<file path="config.mk">
export PLATFORM = sky130hd
export DESIGN_NAME = jtag_sram_bridge
export DESIGN_NICKNAME = d
export VERILOG_FILES = /design/src/rtl/jtag_sram_bridge.sv
export SDC_FILE = /design/constraint.sdc
export NUM_CORES = 1
export LEC_CHECK = 0
export CELL_PAD_IN_SITES_DETAIL_PLACEMENT = 1
export CELL_PAD_IN_SITES_GLOBAL_PLACEMENT = 2
export CORE_MARGIN = 2
export CORE_UTILIZATION = 28
export DETAILED_ROUTE_END_ITERATION = 10
export PLACE_DENSITY = 0.81
export SETUP_SLACK_MARGIN = 0.4
export SYNTH_ARGS = -nofsm -noshare
export SYNTH_HDL_FRONTEND = slang
export SYNTH_SLANG_ARGS = --single-unit
</file>
<file path="constraint.sdc">
create_clock -name clk -period 1.71 [get_ports clk]
set_input_delay 0.513 -clock clk [delete_from_list [all_inputs] [get_ports clk]]
set_output_delay 0.513 -clock clk [all_outputs]
set_load 0.01 [all_outputs]
</file>
<file path="src/rtl/jtag_sram_bridge.sv">
// rtl/jtag_sram_bridge.sv - command-frame engine between the JTAG byte stream and the SRAM
// Frames: A1 AH AL LEN data.. (write), A2 AH AL LEN (read), A3 (status).
module jtag_sram_bridge #(
    parameter int ADDR_W         = 16,
    parameter int DATA_W         = 8,
    parameter int TIMEOUT_CYCLES = 1024
) (
    input  logic              clk,
    input  logic              aclr,
    input  logic [DATA_W-1:0] rx_data,
    input  logic              rx_valid,
    output logic              rx_ready,
    output logic [DATA_W-1:0] tx_data,
    output logic              tx_valid,
    input  logic              tx_ready,
    output logic [ADDR_W-1:0] sram_address,
    output logic [DATA_W-1:0] sram_data_out,
    input  logic [DATA_W-1:0] sram_data_in,
    output logic              sram_write_enable,
    output logic              busy,
    output logic [1:0]        err,
    input  logic              err_clear
);

    localparam int CNT_W = $clog2(TIMEOUT_CYCLES + 1);
    localparam logic [DATA_W-1:0] OPC_WR   = DATA_W'(8'hA1);
    localparam logic [DATA_W-1:0] OPC_RD   = DATA_W'(8'hA2);
    localparam logic [DATA_W-1:0] OPC_STAT = DATA_W'(8'hA3);

    typedef enum logic [3:0] {
        IDLE, ADDR_HI, ADDR_LO, LEN, WR_DATA, WR_STROBE,
        RD_ISSUE, RD_CAPTURE, RD_SEND, STAT_SEND
    } state_t;

    state_t            state, next_state;
    logic [ADDR_W-1:0] addr;
    logic [DATA_W:0]   remaining;
    logic              is_write;
    logic [CNT_W-1:0]  tmo_cnt;
    logic [1:0]        err_set;
    logic              rx_fire, tx_fire, tmo_state, tmo_hit, last_byte;

    assign rx_ready = (state == IDLE) || (state == ADDR_HI) || (state == ADDR_LO) ||
                      (state == LEN) || (state == WR_DATA);
    assign busy              = (state != IDLE);
    assign sram_write_enable = (state == WR_STROBE);
    assign rx_fire   = rx_valid && rx_ready;
    assign tx_fire   = tx_valid && tx_ready;
    assign tmo_state = rx_ready && (state != IDLE);
    assign tmo_hit   = tmo_state && !rx_fire && (tmo_cnt == CNT_W'(TIMEOUT_CYCLES - 1));
    assign last_byte = (remaining == (DATA_W+1)'(1));

    always_comb begin
        next_state = state;
        err_set    = 2'b00;
        unique case (state)
            IDLE: begin
                if (rx_fire) begin
                    if (rx_data == OPC_WR || rx_data == OPC_RD) next_state = ADDR_HI;
                    else if (rx_data == OPC_STAT)              next_state = STAT_SEND;
                    else                                       err_set[0] = 1'b1;
                end
            end
            ADDR_HI:    if (rx_fire) next_state = ADDR_LO;
            ADDR_LO:    if (rx_fire) next_state = LEN;
            LEN:        if (rx_fire) next_state = is_write ? WR_DATA : RD_ISSUE;
            WR_DATA:    if (rx_fire) next_state = WR_STROBE;
            WR_STROBE:  next_state = last_byte ? IDLE : WR_DATA;
            RD_ISSUE:   next_state = RD_CAPTURE;
            RD_CAPTURE: next_state = RD_SEND;
            RD_SEND:    if (tx_fire) next_state = last_byte ? IDLE : RD_ISSUE;
            STAT_SEND:  if (tx_fire) next_state = IDLE;
            default:    next_state = IDLE;
        endcase
        // An abandoned frame drops straight back to IDLE; no further strobes follow.
        if (tmo_hit) begin
            next_state = IDLE;
            err_set[1] = 1'b1;
        end
    end

    always_ff @(posedge clk) begin
        if (aclr) begin
            state         <= IDLE;
            addr          <= '0;
            remaining     <= '0;
            is_write      <= 1'b0;
            tmo_cnt       <= '0;
            err           <= 2'b00;
            tx_data       <= '0;
            tx_valid      <= 1'b0;
            sram_address  <= '0;
            sram_data_out <= '0;
        end else begin
            state   <= next_state;
            err     <= (err & ~{2{err_clear}}) | err_set;
            tmo_cnt <= (tmo_state && !rx_fire && !tmo_hit) ? tmo_cnt + 1'b1 : '0;
            case (state)
                IDLE: begin
                    if (rx_fire) begin
                        is_write <= (rx_data == OPC_WR);
                        if (rx_data == OPC_STAT) begin
                            tx_data  <= {{(DATA_W-2){1'b0}}, err};
                            tx_valid <= 1'b1;
                        end
                    end
                end
                ADDR_HI:   if (rx_fire) addr <= ADDR_W'({rx_data, addr[DATA_W-1:0]});
                ADDR_LO:   if (rx_fire) addr[DATA_W-1:0] <= rx_data;
                LEN:       if (rx_fire) remaining <= (DATA_W+1)'(rx_data) + 1'b1;
                WR_DATA: begin
                    if (rx_fire) begin
                        sram_data_out <= rx_data;
                        sram_address  <= addr;
                    end
                end
                WR_STROBE: begin
                    addr      <= addr + 1'b1;
                    remaining <= remaining - 1'b1;
                end
                RD_ISSUE:  sram_address <= addr;
                RD_CAPTURE: begin
                    tx_data  <= sram_data_in;
                    tx_valid <= 1'b1;
                end
                RD_SEND: begin
                    if (tx_fire) begin
                        tx_valid  <= 1'b0;
                        addr      <= addr + 1'b1;
                        remaining <= remaining - 1'b1;
                    end
                end
                STAT_SEND: if (tx_fire) tx_valid <= 1'b0;
                default: ;
            endcase
        end
    end

endmodule

</file>
==> results of run 1 <==
==> layout make-up <==
cell class	instances	area, µm²	share of cell area
clock buffers	9	225	0.0297
flip-flops and latches	76	1590	0.209
repair buffers	214	2030	0.268
well taps	188	235	0.0311
inverters	25	96.3	0.0127
multi-input cells	365	3300	0.436
clock inverters	5	103	0.0135
==> logic make-up (layout without fill, tap and decap cells) <==
| logic type | after synthesis | after routing | synth area share |
|---|---|---|---|
| compound gates | 140 | 140 | 0.255 |
| xor+xnor | 10 | 10 | 0.0204 |
| fa+ha+maj | 7 | 7 | 0.0204 |
| buf+inv | 63 | 253 | 0.0709 |
| flops | 76 | 76 | 0.355 |
| mux | 11 | 11 | 0.0257 |
| simple gates | 194 | 197 | 0.253 |
==> power breakdown <==
group          switching, mW  internal, mW  total (mW)
registers             0.0117          1.77        1.78
clock network          0.800          1.41        2.21
logic                  0.350         0.348       0.697
total                   1.16          3.53        4.69
==> worst max path at each step <==
| stage | start | end | slack, ns | cells after the start |
|---|---|---|---|---|
| after global routing | state[2] | addr[9] | -0.18 | 9 |
| final | state[2] | addr[1] | -0.14 | 9 |
| after floorplan | rx_data[2] | tx_data[2] | -0.002 | 5 |
| after detailed placement | rx_data[0] | state[2] | -0.57 | 7 |
| after global placement | rx_data[1] | state[2] | -0.50 | 7 |
| after CTS | state[0] | busy | -0.11 | 4 |
==> per-stage QoR <==
step | instances | cell area, µm² | setup TNS (ns) | worst slack (ns)
final | 882 | 7570 | -2.71 | -0.140
after global routing | 882 | 7570 | -4.66 | -0.179
after CTS | 861 | 7050 | -1.16 | -0.108
after detailed placement | 808 | 5860 | -31.64 | -0.571
after global placement | 808 | 5860 | -27.94 | -0.496
after floorplan | 501 | 4600 | -0.0143 | -0.00238
==> sequential cells by signal (all words and copies together), names as in the netlist, 2 cells and up <==
signal / cells
state: 4
remaining: 9
tx_data: 8
sram_data_out: 8
err: 2
sram_address: 16
tmo_cnt: 11
addr: 16
==> synth_stat cells (4+ instances only) <==
cell type	n	area [µm²]
sky130_fd_sc_hd__a22o_1	6	52.6
sky130_fd_sc_hd__a22oi_1	11	82.6
sky130_fd_sc_hd__nor2_1	31	116
sky130_fd_sc_hd__nand3_1	18	90.1
sky130_fd_sc_hd__mux2i_1	11	110
sky130_fd_sc_hd__inv_1	24	90.1
sky130_fd_sc_hd__nor3_1	10	50.1
sky130_fd_sc_hd__a21oi_1	37	185
sky130_fd_sc_hd__nand2_1	55	206
sky130_fd_sc_hd__or3_1	5	31.3
sky130_fd_sc_hd__nand4_1	10	62.6
sky130_fd_sc_hd__ha_1	7	87.6
sky130_fd_sc_hd__o32ai_2	8	130
sky130_fd_sc_hd__clkbuf_1	17	63.8
sky130_fd_sc_hd__xnor2_1	8	70.1
sky130_fd_sc_hd__and2_1	4	25.0
sky130_fd_sc_hd__a211oi_1	12	90.1
sky130_fd_sc_hd__buf_6	6	67.6
sky130_fd_sc_hd__a31oi_1	4	25.0
sky130_fd_sc_hd__nand2b_1	11	68.8
sky130_fd_sc_hd__and4_1	5	43.8
sky130_fd_sc_hd__buf_2	9	45.0
sky130_fd_sc_hd__or2_2	4	25.0
sky130_fd_sc_hd__and3_1	10	62.6
sky130_fd_sc_hd__nor4_1	6	37.5
sky130_fd_sc_hd__dfxtp_1	76	1520
sky130_fd_sc_hd__o31a_1	6	52.6
sky130_fd_sc_hd__o32ai_1	11	96.3
==> layer usage <==
metal	wire length, µm	vias up	track usage
li1	-	2245	-
met1	8090	2453	0.267
met2	9930	165	0.389
met3	854	43	0.0538
met4	371	0	0.0705
met5	0	-	0
==> critical path, cell delays in order, from the launching register on <==
cell and delay [ns]:
sky130_fd_sc_hd__dfxtp_4 0.37, sky130_fd_sc_hd__buf_6 0.14, sky130_fd_sc_hd__buf_6 0.13, sky130_fd_sc_hd__nor4b_4 0.31, sky130_fd_sc_hd__buf_6 0.18, sky130_fd_sc_hd__buf_6 0.11
sky130_fd_sc_hd__nor3_2 0.04, sky130_fd_sc_hd__buf_4 0.15, sky130_fd_sc_hd__a221oi_4 0.19, sky130_fd_sc_hd__a211oi_2 0.08
==> what timing repair did <==
item                                   in CTS  in global routing
resized for setup                         356                 81
setup endpoints to repair                 114                114
buffers inserted                           36                 19
cloned                                      3                  2
endpoints found under the hold margin       0                  0
pin swaps                                  73                 43
==> impl_results.rst, run 1 <==
.. list-table::
   :header-rows: 1

   * - Metric
     - Value
   * - Floorplan row count
     - 45
   * - Area delta synth->final
     - 76.5%
   * - Worst min path class
     - reg -> reg
   * - Post-route ant nets
     - 0
   * - Fraction of final layout cells with drive strength greater than 1
     - 0.612
   * - Synthesized cell area
     - roughly 0.0043 mm²
   * - Share of synthesized area occupied by flip-flops and latches
     - 0.355
   * - HPWL after DPL
     - 11.2 mm
   * - Average footprint of a synthesized cell
     - 8.56 µm²
   * - RSZ-0062 raised after global routing
     - yes
   * - Max-capacitance violation count
     - 0
   * - Clock skew
     - 0.0109 ns
   * - Clock-pin slew on the worst setup and hold paths
     - ~0.06 ns
   * - Worst hold start
     - addr[14]
   * - CP required
     - between 1.5 and 2 ns
   * - IR Drop Worst-Case VDD
     - approximately 0.65 mV
   * - # port buffers
     - 58
   * - Post-Route Hold Slack
     - 0.462 ns
   * - Source-to-sink clock delay at the later pin of the worst-skew pair
     - 0.36 ns
   * - Critical path startpoint category
     - flop
   * - Count of yosys warnings during synthesis
     - 0
   * - Pwr dens
     - around 620 mW/mm²
   * - Layout Utilization
     - 0.502
   * - Sink of the worst hold path
     - sram_address[14]
   * - Initial core utilization
     - 0.284
   * - Yosys cell types
     - 73
   * - Leakage dissipation
     - 3.01 nW
   * - Final Net Count
     - just over 700
   * - Arrival time at the worst endpoint
     - 2.08 ns
   * - Number of detailed-routing iterations run before antenna repair
     - 6
   * - Number of cells produced by synthesis
     - 501
   * - All-layer global routing usage
     - 0.222
   * - Largest net degree at the start of global routing
     - 41
   * - Number of vias per cell
     - 5.56
   * - Async SR Flop Fraction
     - 0
   * - Largest driver fanout on the critical path
     - 6
   * - Critical path endpoint category
     - flop
   * - Depth of the most critical reg-to-reg path
     - 9
   * - Vias in the first global route
     - 5122
   * - Final count of negative-setup-slack endpoints
     - 39
   * - Most common cell after layout, fill and taps aside
     - sky130_fd_sc_hd__buf_4
   * - Commonest cells after routing, fill and taps aside
     - 111 x sky130_fd_sc_hd__buf_4, 73 x sky130_fd_sc_hd__buf_6, 36 x sky130_fd_sc_hd__dfxtp_2
   * - Congestion Overflow GR
     - 0
   * - Main synth FF type
     - sky130_fd_sc_hd__dfxtp_1
   * - First-pass GRT wire length
     - 28.3 mm
   * - Ratio of final minimum period to clock period
     - 1.08
   * - Die width
     - 128 µm
   * - Initial antenna violation count
     - 0
   * - Vertical die dimension
     - 128 µm
   * - Crit path setup slack, layout
     - -0.140 ns
   * - IO Pins
     - roughly 60
   * - Total DRC errors in the routed layout
     - 0
   * - WL per Instance
     - 21.8 µm
   * - Die Area
     - 0.0163 mm²
   * - Pins over their slew limit
     - 0
   * - Number of levels in the clock H-tree
     - 3
   * - Minimum period implied by the final worst setup slack
     - 1.85 ns
   * - Clock Path Buffers
     - 2
   * - Synthesized netlist net count
     - around 530
   * - Clock buffer count from CTS
     - 9
   * - Count of hold-fix buffers inserted at cts
     - 0
   * - Worst reg2reg path startpoint
     - state[2]
   * - Count of flip-flops with a built-in enable after synthesis
     - 0
   * - Violations in the final reports
     - negative setup slack
   * - Placeable core region
     - 0.0151 mm²
   * - Clock net sink count
     - 76
   * - Number of fill cells in the layout
     - 1656
   * - Post-Route WL
     - 19.3 mm
   * - Last weighted congestion value of the routability-driven placer
     - 0.902
   * - Slew at the pin with the worst max-slew slack
     - 0.485 ns
   * - Worst reg2reg endpoint
     - addr[1]
   * - Worst R2R Setup Slack
     - -0.14 ns
   * - Synthesis-stage register bit count
     - 76
   * - Clock tree from TritonCTS
     - built
   * - Cell at the root of the clock tree
     - sky130_fd_sc_hd__clkbuf_16
   * - Rel. slew slack
     - 0.675
   * - Outcome
     - finished with violations
   * - Final hold violation count
     - 0
   * - Final Total Pwr
     - 4.69 mW
   * - Depth of the worst hold-timing path
     - 2
   * - Number of antenna diodes
     - 0
   * - Number of DRC violations after detailed-routing iteration 0
     - 370
   * - Via count
     - a little under 5000
   * - Crit Path Category
     - reg -> reg
   * - Maximum clock rate
     - ~540 MHz
No activity file was read; power rests on OpenSTA's default activity.
==> inputs of run 2 (changes only) <==
--- a/config.mk
+++ b/config.mk
@@ -9,7 +9,9 @@
 export CELL_PAD_IN_SITES_GLOBAL_PLACEMENT = 2
 export CORE_MARGIN = 2
 export CORE_UTILIZATION = 28
+export CTS_CLUSTER_SIZE = 28
 export DETAILED_ROUTE_END_ITERATION = 10
+export GPL_ROUTABILITY_DRIVEN = 0
 export PLACE_DENSITY = 0.81
 export SETUP_SLACK_MARGIN = 0.4
 export SYNTH_ARGS = -nofsm -noshare
==> impl_results.rst, run 2 (synthesis gave the netlist of run 1 again) <==
.. list-table::
   :header-rows: 1

   * - Metric
     - Value
   * - Outcome
     - finished with violations
   * - Violations in the final reports
     - negative setup slack
   * - Vias in the first global route
     - 5087
   * - Count of hold-fix buffers inserted at cts
     - 0
   * - Clock buffer count from CTS
     - 9
   * - WL per Instance
     - 22.9 µm
   * - Worst min path class
     - reg -> reg
   * - IO Pins
     - 59
   * - Fraction of power consumed by combinational cells
     - 0.151
   * - Final Net Count
     - between 700 and 800
   * - Sink of the worst hold path
     - sram_address[15]
   * - Worst reg2reg endpoint
     - remaining[0]
   * - RSZ-0062 raised after global routing
     - yes
   * - Number of antenna diodes
     - 0
   * - Post-route ant nets
     - 0
   * - Clock Path Buffers
     - 2
   * - Minimum period implied by the final worst setup slack
     - 1.88 ns
   * - Final hold violation count
     - 0
   * - Number of detailed-routing iterations run before antenna repair
     - 5
   * - Depth of the worst hold-timing path
     - 2
   * - Worst R2R Setup Slack
     - -0.17 ns
   * - Largest net degree at the start of global routing
     - 41
   * - Area delta synth->final
     - 74.9%
   * - Vertical die dimension
     - 128 µm
   * - Fraction of final layout cells with drive strength greater than 1
     - 0.597
   * - Crit Path Category
     - reg -> reg
   * - Most common cell after layout, fill and taps aside
     - sky130_fd_sc_hd__buf_4
   * - Leakage dissipation
     - 2.92 nW
   * - First-pass GRT wire length
     - 27.7 mm
   * - Largest driver fanout on the critical path
     - 8
   * - CP required
     - between 1.5 and 2 ns
   * - Post-Layout Cell Count
     - 880
   * - Net switching fraction of the power
     - 0.258
   * - # port buffers
     - 58
   * - Cell type group with the largest total delay on the critical path
     - simple AND/OR/NAND/NOR gates
   * - Number of DRC violations after detailed-routing iteration 0
     - 339
   * - Source-to-sink clock delay at the later pin of the worst-skew pair
     - 0.36 ns
   * - Rel. slew slack
     - 0.541
   * - Share of power burned in the clock network
     - 0.464
   * - Floorplan row count
     - 45
   * - Post-Route Hold Slack
     - 0.476 ns
   * - Pins over their slew limit
     - 0
   * - Clock-pin slew on the worst setup and hold paths
     - 0.06 ns
   * - HPWL after DPL
     - 10.9 mm
   * - Clock net sink count
     - 76
   * - Post-Route WL
     - 20.1 mm
   * - Pwr dens
     - 616 mW/mm²
   * - Die Area
     - 0.0163 mm²
   * - Cell count after placement
     - 804
   * - Commonest cells after routing, fill and taps aside
     - 108 x sky130_fd_sc_hd__buf_4, 75 x sky130_fd_sc_hd__buf_6, 37 x sky130_fd_sc_hd__nand2_1, 37 x sky130_fd_sc_hd__dfxtp_2, 33 x sky130_fd_sc_hd__dfxtp_1
   * - Critical path endpoint category
     - flop
   * - Cell with the largest stage delay on the worst path
     - sky130_fd_sc_hd__or4b_4
   * - Congestion Overflow GR
     - 0
   * - Clock skew
     - 0.00732 ns
   * - Ratio of final minimum period to clock period
     - 1.10
   * - Layout Utilization
     - 0.497
   * - Final count of negative-setup-slack endpoints
     - 41
   * - Top Registers
     - addr (16), sram_address (16), tmo_cnt (11)
   * - Die width
     - ~130 µm
   * - CP Cell Sequence
     - buf_6, or4b_4, buf_8, nand3_4, o21ai_2, a211oi_2
   * - Max-capacitance violation count
     - 0
   * - Maximum clock rate
     - 531 MHz
   * - Placeable core region
     - between 0.015 and 0.02 mm²
   * - Met1 track demand over resource in global routing
     - 0.268
   * - Number of buffer and inverter stages on the critical path
     - 2
   * - CP max stage delay
     - 0.61 ns
   * - Clock tree from TritonCTS
     - built
   * - Worst reg2reg path startpoint
     - state[1]
   * - Number of vias per cell
     - 5.66
   * - Final TNS setup
     - -2.83 ns
   * - Critical path startpoint category
     - flop
   * - Post-place setup slack
     - -0.640 ns
   * - Most crowded layer after global routing
     - met2
   * - Total DRC errors in the routed layout
     - 0
   * - Worst hold start
     - addr[15]
   * - Crit path setup slack, layout
     - -0.172 ns
   * - Cell at the root of the clock tree
     - sky130_fd_sc_hd__clkbuf_16
   * - Cell-internal power
     - 3.43 mW
   * - IR Drop Worst-Case VDD
     - 0.763 mV
   * - Via count
     - 4983
   * - Arrival time at the worst endpoint
     - 2.14 ns
   * - Portion of total power attributed to sequential cells
     - 0.385
   * - All-layer global routing usage
     - 0.216
   * - Depth of the most critical reg-to-reg path
     - 6
   * - Number of levels in the clock H-tree
     - 3
   * - Met2 Track Usage GR
     - 0.372
   * - Power dissipated by switching net loads
     - 1.20 mW
   * - Initial antenna violation count
     - 0
   * - Met3 track utilization from global routing
     - 0.0480
   * - Slew at the pin with the worst max-slew slack
     - 0.682 ns
   * - Initial core utilization
     - 0.284
run 2: cell count changes in the layout (fill, tap and decap cells not counted), sizes merged:
cell           delta
bufinv            -1
buf               -3
clkdlybuf4s50     +1
clkdlybuf4s15     +1
clkinv            +1
nand2             +1
or4b              -1
dlygate4sd2       -1
run 2: through the flow:
stage | power (mW) | instance area [µm²]
after floorplan | 2.09 | 4600
after global placement | 2.31 | 5830
after detailed placement | 2.32 | 5830
after CTS | 4.56 | 7040
after global routing | 4.73 | 7510
final | 4.63 | 7510
run 2: timing repair:
action	CTS	global route
endpoints found under the setup margin	114	114
cloned	3	0
resized for setup	364	62
pin swaps	56	35
setup buffers	31	26
run 2: per-layer routing:
layer  up-vias  routed length [µm]  share of wire
li1       2244                   -              -
met1      2527                8080           0.40
met2       166               10500           0.52
met3        46                 867          0.043
met4         0                 703          0.035
met5         -                   0              0
run 2: cell type report:
cell class	instances	area, µm²
repair buffers	210	1960
fillers	1673	7580
multi-input cells	365	3290
flip-flops and latches	76	1590
clock inverters	5	85.1
well taps	188	235
clock buffers	11	243
inverters	25	96.3
run 2: how the worst max path moves through the flow:
| stage | from | to | cells past startpoint |
|---|---|---|---|
| detailed placement | rx_data[0] | state[3] | 7 |
| global placement | rx_data[0] | state[3] | 7 |
| finish | state[1] | remaining[0] | 6 |
| CTS | state[0] | busy | 4 |
| floorplan | rx_data[2] | tx_data[2] | 5 |
| global route | state[1] | remaining[0] | 6 |
run 2: power groups by stage:
| stage | Combinational [mW] | Sequential [mW] | Clock (mW) |
|---|---|---|---|
| CTS | 0.609 | 1.78 | 2.17 |
| floorplan | 0.267 | 1.83 | 0 |
| finish | 0.696 | 1.78 | 2.15 |
| global route | 0.724 | 1.78 | 2.23 |
| detailed placement | 0.492 | 1.83 | 0 |
| global placement | 0.480 | 1.83 | 0 |
run 2: worst min-delay path, stage by stage (launching register included):
cell and delay, ns:
sky130_fd_sc_hd__dfxtp_1 0.33, sky130_fd_sc_hd__nand2_1 0.07, sky130_fd_sc_hd__a21oi_2 0.04
